File: config.mk
export PLATFORM = sky130hd
export DESIGN_NAME = instruction_fetch_unit
export DESIGN_NICKNAME = d
export VERILOG_FILES = /design/src/rtl/instruction_fetch_unit.sv
export SDC_FILE = /design/constraint.sdc
export NUM_CORES = 1
export LEC_CHECK = 0
export ABC_CLOCK_PERIOD_IN_PS = 2700
export CAP_MARGIN = 20
export CORE_MARGIN = 3
export CORE_UTILIZATION = 43
export CTS_CLUSTER_DIAMETER = 60
export DETAILED_ROUTE_END_ITERATION = 6
export GPL_ROUTABILITY_DRIVEN = 0
export PLACE_DENSITY = 0.8
export SETUP_SLACK_MARGIN = 0.2
export SYNTH_ARGS = -nofsm -noshare
export SYNTH_HDL_FRONTEND = slang
export SYNTH_SLANG_ARGS = --single-unit
File: constraint.sdc
create_clock -name clk -period 2.7 [get_ports clk]
set_clock_uncertainty 0.2 [all_clocks]
set_input_delay 0.54 -clock clk [delete_from_list [all_inputs] [get_ports clk]]
set_output_delay 0.54 -clock clk [all_outputs]
set_load 0.02 [all_outputs]
File: src/rtl/instruction_fetch_unit.sv
// Fetch stage: owns the PC, addresses the async-read instruction ROM and
// registers the returned word into IF/ID, honouring reset > redirect > stall.
module instruction_fetch_unit #(
  parameter int unsigned          ADDR_W   = 7,
  parameter logic [ADDR_W-1:0]    PC_RESET = '0,
  parameter logic [31:0]          NOP_WORD = 32'h80000000,
  parameter int unsigned          CNT_W    = 16
) (
  input  logic              clk,
  input  logic              reset,
  output logic [ADDR_W-1:0] imem_addr,
  input  logic [31:0]       imem_instr,
  input  logic              stall,
  input  logic              redirect_valid,
  input  logic [ADDR_W-1:0] redirect_addr,
  output logic [31:0]       if_id_instr,
  output logic [ADDR_W-1:0] if_id_pc,
  output logic              if_id_valid,
  output logic              pc_wrap,
  output logic [CNT_W-1:0]  fetch_count
);

  localparam logic [ADDR_W-1:0] PcOne  = ADDR_W'(1);
  localparam logic [CNT_W-1:0]  CntOne = CNT_W'(1);

  logic [ADDR_W-1:0] pc_q, pc_d;
  logic [31:0]       if_id_instr_q, if_id_instr_d;
  logic [ADDR_W-1:0] if_id_pc_q, if_id_pc_d;
  logic              if_id_valid_q, if_id_valid_d;
  logic              pc_wrap_q, pc_wrap_d;
  logic [CNT_W-1:0]  fetch_count_q, fetch_count_d;

  always_comb begin
    pc_d          = pc_q;
    if_id_instr_d = if_id_instr_q;
    if_id_pc_d    = if_id_pc_q;
    if_id_valid_d = if_id_valid_q;
    fetch_count_d = fetch_count_q;
    pc_wrap_d     = 1'b0;

    if (redirect_valid) begin
      // The word currently on imem_instr belongs to the wrong path; drop it.
      pc_d          = redirect_addr;
      if_id_instr_d = NOP_WORD;
      if_id_pc_d    = pc_q;
      if_id_valid_d = 1'b0;
    end else if (!stall) begin
      pc_d          = pc_q + PcOne;
      if_id_instr_d = imem_instr;
      if_id_pc_d    = pc_q;
      if_id_valid_d = 1'b1;
      pc_wrap_d     = &pc_q;
      if (!(&fetch_count_q)) begin
        fetch_count_d = fetch_count_q + CntOne;
      end
    end
  end

  always_ff @(posedge clk) begin
    if (reset) begin
      pc_q          <= PC_RESET;
      if_id_instr_q <= NOP_WORD;
      if_id_pc_q    <= '0;
      if_id_valid_q <= 1'b0;
      pc_wrap_q     <= 1'b0;
      fetch_count_q <= '0;
    end else begin
      pc_q          <= pc_d;
      if_id_instr_q <= if_id_instr_d;
      if_id_pc_q    <= if_id_pc_d;
      if_id_valid_q <= if_id_valid_d;
      pc_wrap_q     <= pc_wrap_d;
      fetch_count_q <= fetch_count_d;
    end
  end

  assign imem_addr   = pc_q;
  assign if_id_instr = if_id_instr_q;
  assign if_id_pc    = if_id_pc_q;
  assign if_id_valid = if_id_valid_q;
  assign pc_wrap     = pc_wrap_q;
  assign fetch_count = fetch_count_q;

endmodule

======== Word-level counts from Yosys, hierarchy flattened ========
Index checks and enable logic that the tools add are counted.
storage, ports and cells
  register bits ........................... 64
  bits of input ports ..................... 43
  output and inout port bits .............. 64
  logic and storage cells ................. 21
cells by class
  $add $sub $neg .......................... 2
  eq/ne operators ......................... 1
  multiplexer cells ....................... 4
  bitwise operators ....................... 3
  reductions and logical operators ........ 5
operator list
  kind                                                                     count
  7-bit 2-to-1 mux                                                         4
  16-bit by 1-bit adder with 16-bit output, second input constant          1
  16-bit AND reduction                                                     1
  7-bit by 1-bit adder with 7-bit output, second input constant            1
  7-bit AND reduction                                                      1
  1-bit inverter                                                           3
  3-bit AND reduction                                                      1
  3-bit OR reduction                                                       1
  2-bit by 1-bit inequality test with 1-bit output, second input constant  1
  2-bit OR reduction                                                       1

======== Logic depth before layout (Yosys ltp) ========
Gate-level depths: netlist of run 1.
  depth in word-level cells ............... 3
  mapped depth ............................ 6
  mapped depth without buffers ............ 5

======== Worst setup path before layout of run 1 ========
No wires, ideal clock.
  path kind ............................... input to register
  start ................................... in stall
  end ..................................... reg fetch_count_q[12], in the netlist fetch_count[12]
  library setup time ...................... 0.121 ns
  data arrival time ....................... 1.873 ns
  data required time ...................... 2.379 ns
  path slack .............................. 0.506 ns
  stages on the path ...................... 5
  buffers on the path ..................... 1
  path through ............................ or2_1 > buf_2 > or4_4 > nor3_2 > mux2_2
between the ends
  longest elaborated chain between the ends .. 2
ends and longest elaborated chain
  what                           RTL line  source
  start, declared                13        input logic stall,
  1-bit inverter (no line)       -
  3-bit AND reduction (no line)  -
  end signal, assigned           73        fetch_count_q <= fetch_count_d;
  end, declared                  31        logic [CNT_W-1:0] fetch_count_q, fetch_count_d;
No other way between the ends.
A chain may end at the register's enable or synchronous reset.

======== Worst setup path in the final report of run 1 ========
  start ................................... reg fetch_count_q[11], in the netlist fetch_count[11]
  end ..................................... out fetch_count[11]
RTL lines
  what           RTL line  source
  end, declared  20        output logic [CNT_W-1:0] fetch_count
No word-level cell between the ends.

==> results of run 1 <==
## area by class of cell
cell class / instances / area, um^2
Multi-Input combinational cell: 197 / 1280
Clock inverter: 3 / 40.0
Tap cell: 72 / 90.1
Fill cell: 464 / 1700
Sequential cell: 64 / 1280
Clock buffer: 12 / 165
Inverter: 4 / 15.0
Timing Repair Buffer: 117 / 1140
## report_power, final
part,internal [mW],leakage (nW),switching (mW),total (mW)
combinational,0.152,0.943,0.123,0.275
sequential,0.974,0.521,0.0226,0.996
clock,0.494,0.108,0.347,0.841
total,1.62,1.57,0.492,2.11
## cell families after synthesis
group / Yosys count / share of synthesized area
AO/OA/AOI/OAI: 25 / 0.0570
XOR/XNOR: 6 / 0.0200
adder cells (fa/ha/maj): 2 / 0.00950
buffers and inverters: 18 / 0.0285
flip-flops: 64 / 0.487
multiplexers: 48 / 0.185
AND/OR/NAND/NOR: 116 / 0.213
## state kept, by name, summed over array words and instances (netlist names)
signal,cells
fetch_count,16
if_id_instr,32
if_id_pc,7
if_id_valid,1
imem_addr,7
pc_wrap,1
## worst paths after layout
path	from	to	slack [ps]	depth (start not counted)
worst max-delay path	fetch_count[11]$_SDFFE_PP0P_	fetch_count[11]	490	1
worst max register to register	fetch_count[0]$_SDFFE_PP0P_	fetch_count[12]$_SDFFE_PP0P_	580	5
worst min-delay path	if_id_valid$_SDFFE_PP0N_	if_id_valid$_SDFFE_PP0N_	260	2
worst min register to register	if_id_valid$_SDFFE_PP0N_	if_id_valid$_SDFFE_PP0N_	260	2
## metal layers
layer  wire [um]  GRT usage  vias to the layer above
met4         146     0.0906                        0
met5           0          0                        -
met3         283     0.0422                       11
li1            -          -                     1196
met2        3360      0.330                       58
met1        2980      0.231                     1105
## cells in the mapped netlist (2+ instances only)
| master | number | share of area |
|---|---|---|
| and4_1 | 2 | 0.0067 |
| mux2_2 | 6 | 0.026 |
| nand4_1 | 4 | 0.0095 |
| o21a_1 | 2 | 0.0057 |
| a211oi_1 | 2 | 0.0057 |
| ha_1 | 2 | 0.0095 |
| inv_1 | 3 | 0.0043 |
| nor2_1 | 55 | 0.078 |
| nand4b_1 | 2 | 0.0067 |
| nand2_1 | 17 | 0.024 |
| buf_1 | 5 | 0.0071 |
| buf_2 | 6 | 0.011 |
| a21oi_1 | 11 | 0.021 |
| o21ai_0 | 6 | 0.011 |
| xnor2_1 | 6 | 0.020 |
| nor3b_1 | 2 | 0.0057 |
| clkbuf_1 | 3 | 0.0043 |
| nand3_1 | 5 | 0.0095 |
| dfxtp_1 | 64 | 0.49 |
| mux2i_1 | 42 | 0.16 |
| or3_1 | 5 | 0.012 |
| nor2b_1 | 7 | 0.017 |
| and3_1 | 2 | 0.0048 |
| nor3_1 | 7 | 0.013 |
==> key figures, run 1 <==
Status
  • Status: complete, no violations

Worst setup path
  • Critical path data arrival time: 1470 ps
  • Cell Chain, Critical Path: clkdlybuf4s50_1
  • WP buf/inv: 1
  • Crit Path Max Fanout: 8
  • CP endpoint kind: output port
  • Max incr delay on CP: 660 ps
  • Critical Path RT: 1960 ps
  • Startpoint Class: register
  • Crit-path slowest cell: clkdlybuf4s50_1
  • CP Class: reg -> out
  • Crit path max-delay family: buffers and inverters

Synthesis
  • EDFF count, synth: 0
  • Synth cell types: 37
  • Mapped Cells: 279
  • Asr flop ratio synth: 0
  • Post-synthesis area per instance: 9.44 um^2
  • Post-Syn Area: 2630 um^2
  • Register bit total from synthesis: 64
  • Post-Syn Nets: 324
  • Commonest register cell after synthesis: dfxtp_1
  • Synth warnings: 0
  • Seq/Total Area, Yosys: 0.487

STA
  • Setup TNS: 0 ps
  • FMAX: 0.453 GHz
  • Final setup vio count: 0
  • Final worst slack: 494 ps
  • Final worst-path cycle share: 0.817
  • Min cycle time layout: 2210 ps
  • Pins Over Slew Limit: 0
  • Worst-margin pin slew: 525 ps
  • Final Hold Violating Endpoints: 0
  • Slew margin rel.: 0.646
  • Hold WS: 257 ps
  • RSZ-0062 raised after global routing: false

Finish
  • Share of cells above drive strength 1: 0.0932
  • Antenna Cells: 0
  • Finished Core Util: 0.702
  • Most frequent cells in the layout: 105 x clkdlybuf4s50_1, 64 x dfxtp_1, 55 x nor2_1, 42 x mux2i_1, 17 x nand2_1
  • Layout area overhead: 52.2%
  • Fin nets: 438
  • Design Area, Final: 4010 um^2
  • Non-Filler Instances: 469
  • Commonest non-fill, non-tap cell in the layout: clkdlybuf4s50_1

CTS
  • CTS tree: yes
  • CTS clk-pin slew, worst paths: 70 ps
  • Post-CTS Hold Buffers: 0
  • Clock Tree Buf Depth: 2
  • Setup repair bufs after CTS: 0
  • Root buf cell: clkbuf_8
  • Clock latency on the worst-skew pair: 340 ps
  • H-tree depth: 3
  • Post-CTS resize count: 0
  • Number of buffers created by CTS: 9
  • Clock sink count: 64

Global routing
  • Vias in the first global route: 2,319
  • Largest net degree at the start of global routing: 33
  • First-pass GRT wire length: 11.1 mm
  • Initial antenna violation count: 0
  • Total grt overflow: 0
  • Gr usage total: 0.193

Power and ir drop
  • Total power: 2.11 mW
  • Pwr dens: 527 nW/um^2
  • Max IR drop VDD: 329 uV
  • Pleak: 1.57 nW

Floorplan
  • Core Area: 5710 um^2
  • Row count: 27
  • Die height: 84.2 um
  • Die Wd: 84.2 um
  • Initial Util: 0.461
  • Die area: 7100 um^2
  • # IOs: 107

Placement
  • Post-DP Area: 3800 um^2
  • DP Worst Slack: 177 ps
  • Number of I/O port buffers: 106
  • Dpl hpwl: 4.92 mm
  • DP Cell Count: 454

Worst hold path
  • Hold crit path type: reg -> reg

Routing
  • DRC Markers: 0
  • Via count: 2,370
  • Via density: 5.05
  • DRT Wirelength: 6.77 mm
  • Number of DRC markers in iteration 0: 60
  • First drt pass iteration count: 4
  • DR WL/cell: 14.4 um
  • Antenna viol nets, final: 0

Run
  • Max-cap viol count: 0
Power figures use the tool's default switching activity.
==> run 2: changes to the inputs <==
--- a/config.mk
+++ b/config.mk
@@ -5,7 +5,7 @@
 export SDC_FILE = /design/constraint.sdc
 export NUM_CORES = 1
 export LEC_CHECK = 0
-export ABC_CLOCK_PERIOD_IN_PS = 2700
+export ABC_CLOCK_PERIOD_IN_PS = 2200
 export CAP_MARGIN = 20
 export CORE_MARGIN = 3
 export CORE_UTILIZATION = 43
==> constraint.sdc (replaced) <==
create_clock -name clk -period 2.2 [get_ports clk]
set_clock_uncertainty 0.2 [all_clocks]
set_input_delay 0.44 -clock clk [delete_from_list [all_inputs] [get_ports clk]]
set_output_delay 0.44 -clock clk [all_outputs]
set_load 0.02 [all_outputs]
==> run 2 against run 1 <==
Effect of this change:
- setup slack worse by 240 ps
- first-iteration DRC count grew 67%
- hold slack better by 17 ps
- die area is the same
- flip-flop and latch count is the same
- core utilization grew 2.1 points
- combinational power up 22%
- critical path type is now reg -> reg
==> key figures, run 2 (synthesis results as in run 1) <==
Status
  • Status: complete, no violations (unchanged)

Floorplan
  • Initial Util: 0.461 (unchanged)
  • Row count: 27 (unchanged)
  • Die Wd: 84.2 um (unchanged)
  • # IOs: 107 (unchanged)
  • Die height: 84.2 um (unchanged)
  • Core Area: 5710 um^2 (unchanged)
  • Die area: 7100 um^2 (unchanged)

Finish
  • Multi-input logic area: 1330 um^2 (was 1280 um^2)
  • Fin nets: 442 (was 438)
  • Share of cells above drive strength 1: 0.135 (was 0.0932)
  • Filler cell count in the final layout: 467 (was 464)
  • Reg area: 1290 um^2 (was 1280 um^2)
  • Layout area overhead: 56.7% (was 52.2%)
  • Antenna Cells: 0 (unchanged)
  • Commonest non-fill, non-tap cell in the layout: clkdlybuf4s50_1 (unchanged)
  • Max reg flops: 32 (unchanged)
  • Most frequent cells in the layout: 80 x clkdlybuf4s50_1, 58 x dfxtp_1, 55 x nor2_1, 42 x mux2i_1, 19 x dlygate4sd2_1 (was 105 x clkdlybuf4s50_1, 64 x dfxtp_1, 55 x nor2_1, 42 x mux2i_1, 17 x nand2_1)
  • Design Area, Final: 4130 um^2 (was 4010 um^2)

Placement
  • DP Worst Slack: -180 ps (was 177 ps)
  • Post-DP Area: 3850 um^2 (was 3800 um^2)
  • Dpl hpwl: 5.07 mm (was 4.92 mm)
  • Number of I/O port buffers: 106 (unchanged)

Worst setup path
  • Crit Path Max Fanout: 6 (was 8)
  • Critical path data arrival time: 1980 ps (was 1470 ps)
  • Critical Path RT: 2230 ps (was 1960 ps)
  • Startpoint Class: register (unchanged)
  • CP endpoint kind: register (was output port)
  • CP Class: reg -> reg (was reg -> out)
  • Reg2Reg Depth: 4 (was 5)

Power and ir drop
  • Internal: 2.07 mW (was 1.62 mW)
  • Total power: 2.68 mW (was 2.11 mW)
  • Clock power share: 0.418 (was 0.398)
  • Pleak: 1.79 nW (was 1.57 nW)
  • Switch share: 0.227 (was 0.233)
  • Sequential Power Share: 0.457 (was 0.472)
  • Switch Pwr: 0.607 mW (was 0.492 mW)
  • Max IR drop VDD: 431 uV (was 329 uV)
  • Comb pwr share: 0.125 (was 0.130)
  • Pwr dens: 649 nW/um^2 (was 527 nW/um^2)

Run
  • Max-cap viol count: 0 (unchanged)

CTS
  • Post-CTS Hold Buffers: 0 (unchanged)
  • CTS tree: yes (unchanged)
  • Number of buffers created by CTS: 9 (unchanged)
  • Root buf cell: clkbuf_8 (unchanged)
  • Clock sink count: 64 (unchanged)
  • Setup repair bufs after CTS: 0 (unchanged)
  • Clock Tree Buf Depth: 2 (unchanged)
  • H-tree depth: 3 (unchanged)
  • Clock latency on the worst-skew pair: 330 ps (was 340 ps)
  • CTS clk-pin slew, worst paths: 70 ps (about the same)

Routing
  • Number of DRC markers in iteration 0: 100 (was 60)
  • Via density: 5.07 (was 5.05)
  • First drt pass iteration count: 4 (unchanged)
  • Antenna viol nets, final: 0 (unchanged)
  • DR WL/cell: 14.8 um (was 14.4 um)
  • DRT Wirelength: 6.99 mm (was 6.77 mm)
  • Via count: 2,400 (was 2,370)
  • DRC Markers: 0 (unchanged)

STA
  • Slew margin rel.: 0.632 (was 0.646)
  • FMAX: 0.513 GHz
  • Final worst slack: 250 ps (was 494 ps)
  • Final Hold Violating Endpoints: 0 (unchanged)
  • Min cycle time layout: 1950 ps
  • Final setup vio count: 0 (unchanged)
  • RSZ-0062 raised after global routing: false (unchanged)
  • Pins Over Slew Limit: 0 (unchanged)
  • Hold WS: 274 ps (was 257 ps)
  • Final worst-path cycle share: 0.887
  • Worst-margin pin slew: 552 ps (was 525 ps)
  • Setup TNS: 0 ps (unchanged)

Global routing
  • Largest net degree at the start of global routing: 35 (was 33)
  • Initial antenna violation count: 0 (unchanged)
  • Gr usage total: 0.196 (was 0.193)
  • First-pass GRT wire length: 11.3 mm (was 11.1 mm)
  • Vias in the first global route: 2,325 (was 2,319)
  • Total grt overflow: 0 (unchanged)

Worst hold path
  • Hold path depth: 2 (unchanged)
  • Hold crit path type: reg -> reg (unchanged)
==> run 2: path summary, 6_finish.rpt <==
kind	from	endpoint	slack (ps)
worst max-delay path	fetch_count[4]$_SDFFE_PP0P_	fetch_count[12]$_SDFFE_PP0P_	250
worst min-delay path	if_id_valid$_SDFFE_PP0N_	if_id_valid$_SDFFE_PP0N_	270
worst max register to register	fetch_count[4]$_SDFFE_PP0P_	fetch_count[12]$_SDFFE_PP0P_	250
worst min register to register	if_id_valid$_SDFFE_PP0N_	if_id_valid$_SDFFE_PP0N_	270
==> run 2: final cells by class <==
cell class / instances / share of cell area
Clock inverter: 3 / 0.0158
Timing Repair Buffer: 121 / 0.284
Multi-Input combinational cell: 197 / 0.323
Inverter: 4 / 0.00364
Clock buffer: 12 / 0.0376
Tap cell: 72 / 0.0218
Sequential cell: 64 / 0.314
==> run 2: per-stage QoR <==
stage / utilization / std cells
global placement: 0.675 / 458
CTS: 0.710 / 473
global route: 0.723 / 473
detailed placement: 0.675 / 458
floorplan: - / 279
finish: 0.723 / 473
==> run 2: what timing repair did <==
item	4_1_cts	5_1_grt
endpoints found under the setup margin	20	14
resized for setup	20	18
pin swaps	0	3
==> run 2: critical path, cell delays in order (launching register included) <==
cell and delay [ps]:
dfxtp_2 370, nand4_1 160, or4_4 590, nor3_4 210
mux2_4 310
==> run 2: layer usage <==
metal,vias up,global-route usage,wire (um)
met5,-,0,0
li1,1197,-,-
met3,11,0.0569,404
met2,70,0.317,3470
met4,0,0.0863,137
met1,1122,0.244,2980
==> run 2: power by group through the flow <==
| stage | Sequential [mW] | Clock [mW] | Combinational (mW) |
|---|---|---|---|
| after detailed placement | 1.25 | 0 | 0.344 |
| after global routing | 1.23 | 1.20 | 0.364 |
| after CTS | 1.22 | 1.15 | 0.339 |
| after floorplan | 1.29 | 0 | 0.118 |
| final | 1.22 | 1.12 | 0.336 |
| after global placement | 1.25 | 0 | 0.338 |
==> run 3: changes to the inputs <==
--- a/config.mk
+++ b/config.mk
@@ -13,7 +13,7 @@
 export DETAILED_ROUTE_END_ITERATION = 6
 export GPL_ROUTABILITY_DRIVEN = 0
 export PLACE_DENSITY = 0.8
-export SETUP_SLACK_MARGIN = 0.2
+export SETUP_SLACK_MARGIN = 0.15
 export SYNTH_ARGS = -nofsm -noshare
 export SYNTH_HDL_FRONTEND = slang
 export SYNTH_SLANG_ARGS = --single-unit
==> run 3 against run 2 <==
Effect of this change:
- register-to-register slack lost 60 ps
- die area is the same
- critical endpoint is now fetch_count[7]
- clock power shrank 9.8%
- sequential power is essentially flat
- hold slack lost 19 ps
- flip-flop and latch count is the same
- combinational power grew 1%
- setup slack lost 110 ps
- maximum frequency shrank 5.4%
- final area shrank 0.46%
==> key figures, run 3 (synthesis results as in run 1) <==
Routing
  • Number of DRC markers in iteration 0: 69 (was 100)
  • Via density: 5.04 (was 5.07)
  • First drt pass iteration count: 4 (unchanged)
  • DRT Wirelength: 6.68 mm (was 6.99 mm)
  • DRC Markers: 0 (unchanged)
  • Antenna viol nets, final: 0 (unchanged)
  • Via count: 2,391 (was 2,400)
  • DR WL/cell: 14.1 um (was 14.8 um)

Finish
  • Design Area, Final: 4110 um^2 (was 4130 um^2)
  • Layout area overhead: 56.0% (was 56.7%)
  • Max reg flops: 32 (unchanged)
  • Commonest non-fill, non-tap cell in the layout: clkdlybuf4s50_1 (unchanged)
  • Reg area: 1290 um^2 (about the same)
  • Non-Filler Instances: 474 (was 473)
  • Most frequent cells in the layout: 96 x clkdlybuf4s50_1, 59 x dfxtp_1, 55 x nor2_1, 42 x mux2i_1, 17 x nand2_1 (was 80 x clkdlybuf4s50_1, 58 x dfxtp_1, 55 x nor2_1, 42 x mux2i_1, 19 x dlygate4sd2_1)
  • Fin nets: 442 (unchanged)
  • Filler cell count in the final layout: 472 (was 467)
  • Antenna Cells: 0 (unchanged)
  • Share of cells above drive strength 1: 0.127 (was 0.135)
  • Finished Core Util: 0.719 (was 0.723)
  • Multi-input logic area: 1320 um^2 (was 1330 um^2)

STA
  • Min cycle time layout: 2060 ps (was 1950 ps)
  • RSZ-0062 raised after global routing: true (was false)
  • Final worst-path cycle share: 0.938 (was 0.887)
  • Pins Over Slew Limit: 0 (unchanged)
  • Final setup vio count: 0 (unchanged)
  • Final Hold Violating Endpoints: 0 (unchanged)
  • Setup TNS: 0 ps (unchanged)
  • Hold WS: 256 ps (was 274 ps)
  • FMAX: 0.485 GHz (was 0.513 GHz)
  • Final worst slack: 137 ps (was 250 ps)
  • Worst-margin pin slew: 646 ps (was 552 ps)
  • Slew margin rel.: 0.565 (was 0.632)

Worst setup path
  • Startpoint Class: register (unchanged)
  • Crit path max-delay family: buffers and inverters (was simple AND/OR/NAND/NOR gates)
  • Crit-path slowest cell: clkdlybuf4s50_1 (was or4_4)
  • CP Class: reg -> out (was reg -> reg)
  • WP buf/inv: 1 (was 0)
  • Cell Chain, Critical Path: clkdlybuf4s50_1 (was nand4_1 > or4_4 > nor3_4 > mux2_4)
  • CP endpoint kind: output port (was register)
  • Critical path data arrival time: 1420 ps (was 1980 ps)
  • Critical Path RT: 1560 ps (was 2230 ps)
  • Crit Path Max Fanout: 5 (was 6)
  • Max incr delay on CP: 650 ps (was 590 ps)

Placement
  • Number of I/O port buffers: 106 (unchanged)
  • Dpl hpwl: 4.87 mm (was 5.07 mm)
  • Post-DP Area: 3840 um^2 (was 3850 um^2)
  • DP Worst Slack: -181 ps (was -180 ps)
  • DP Cell Count: 457 (was 458)

CTS
  • Clock latency on the worst-skew pair: 330 ps (about the same)
  • Clock Tree Buf Depth: 2 (unchanged)
  • H-tree depth: 3 (unchanged)
  • Number of buffers created by CTS: 9 (unchanged)
  • Root buf cell: clkbuf_8 (unchanged)
  • CTS tree: yes (unchanged)
  • CTS clk-pin slew, worst paths: 70 ps (about the same)
  • Clock sink count: 64 (unchanged)

Worst hold path
  • Hold crit path type: reg -> reg (unchanged)

Power and ir drop
  • Comb pwr share: 0.133 (was 0.125)
  • Max IR drop VDD: 445 uV (was 431 uV)
  • Switch Pwr: 0.601 mW (was 0.607 mW)
  • Sequential Power Share: 0.476 (was 0.457)
  • Switch share: 0.234 (was 0.227)
  • Clock power share: 0.391 (was 0.418)
  • Pleak: 1.70 nW (was 1.79 nW)
  • Internal: 1.97 mW (was 2.07 mW)
  • Total power: 2.57 mW (was 2.68 mW)
  • Pwr dens: 626 nW/um^2 (was 649 nW/um^2)

Global routing
  • Vias in the first global route: 2,228 (was 2,325)
  • Initial antenna violation count: 0 (unchanged)
  • Gr usage total: 0.188 (was 0.196)
  • Total grt overflow: 0 (unchanged)
  • Largest net degree at the start of global routing: 33 (was 35)
  • First-pass GRT wire length: 10.8 mm (was 11.3 mm)

Floorplan
  • Die Wd: 84.2 um (unchanged)
  • Core Area: 5710 um^2 (unchanged)
  • Row count: 27 (unchanged)
  • Die area: 7100 um^2 (unchanged)
  • Initial Util: 0.461 (unchanged)
  • Die height: 84.2 um (unchanged)
  • # IOs: 107 (unchanged)

Run
  • Max-cap viol count: 0 (unchanged)

Status
  • Status: complete, no violations (unchanged)
-- run 3: cell count changes in the layout (fill, tap and decap cells not counted), sizes merged --
cell	change
bufinv	-1
clkbuf	+1
clkdlybuf4s50	+16
clkinv	+1
dlygate4sd2	-16
-- run 3: layout make-up --
type	count	share of cell area
multi-input combinational	197	0.321
sequential	64	0.314
timing repair buffer	121	0.291
clock buffer	13	0.0387
tap	72	0.0219
clock inverter	3	0.00975
inverter	4	0.00366
-- run 3: path summary, 6_finish.rpt --
path	slack, ps	cells past startpoint	endpoint	startpoint
setup / recovery	140	1	fetch_count[7]	fetch_count[7]$_SDFFE_PP0P_
hold / removal	260	2	if_id_valid$_SDFFE_PP0N_	if_id_valid$_SDFFE_PP0N_
setup reg to reg	190	5	fetch_count[12]$_SDFFE_PP0P_	fetch_count[0]$_SDFFE_PP0P_
hold reg to reg	260	2	if_id_valid$_SDFFE_PP0N_	if_id_valid$_SDFFE_PP0N_
-- run 3: per-layer routing --
metal,track usage,part of all wire
met4,0.0906,0.020
met1,0.245,0.44
met5,0,0
met2,0.288,0.47
met3,0.0520,0.067
-- run 3: what timing repair did --
action                                  4_1_cts  5_1_grt
setup buffers                                 0        1
endpoints found under the setup margin        4       11
hold buffers                                  0        0
pin swaps                                     0        5
resized for setup                             4       15
-- run 3: power by group through the flow --
stage | Sequential (mW) | Combinational, mW | Clock, mW
after floorplan | 1.29 | 0.117 | 0
after global placement | 1.25 | 0.337 | 0
after detailed placement | 1.25 | 0.342 | 0
after CTS | 1.22 | 0.342 | 1.03
after global routing | 1.23 | 0.367 | 1.09
final | 1.22 | 0.341 | 1.01
-- run 3: worst reg2reg max path: stages (launching register included) --
cell and delay [ps]:
dfxtp_2 390, ha_2 220, nand3_2 120, or4_4 460
nor3_4 210, mux2_4 310
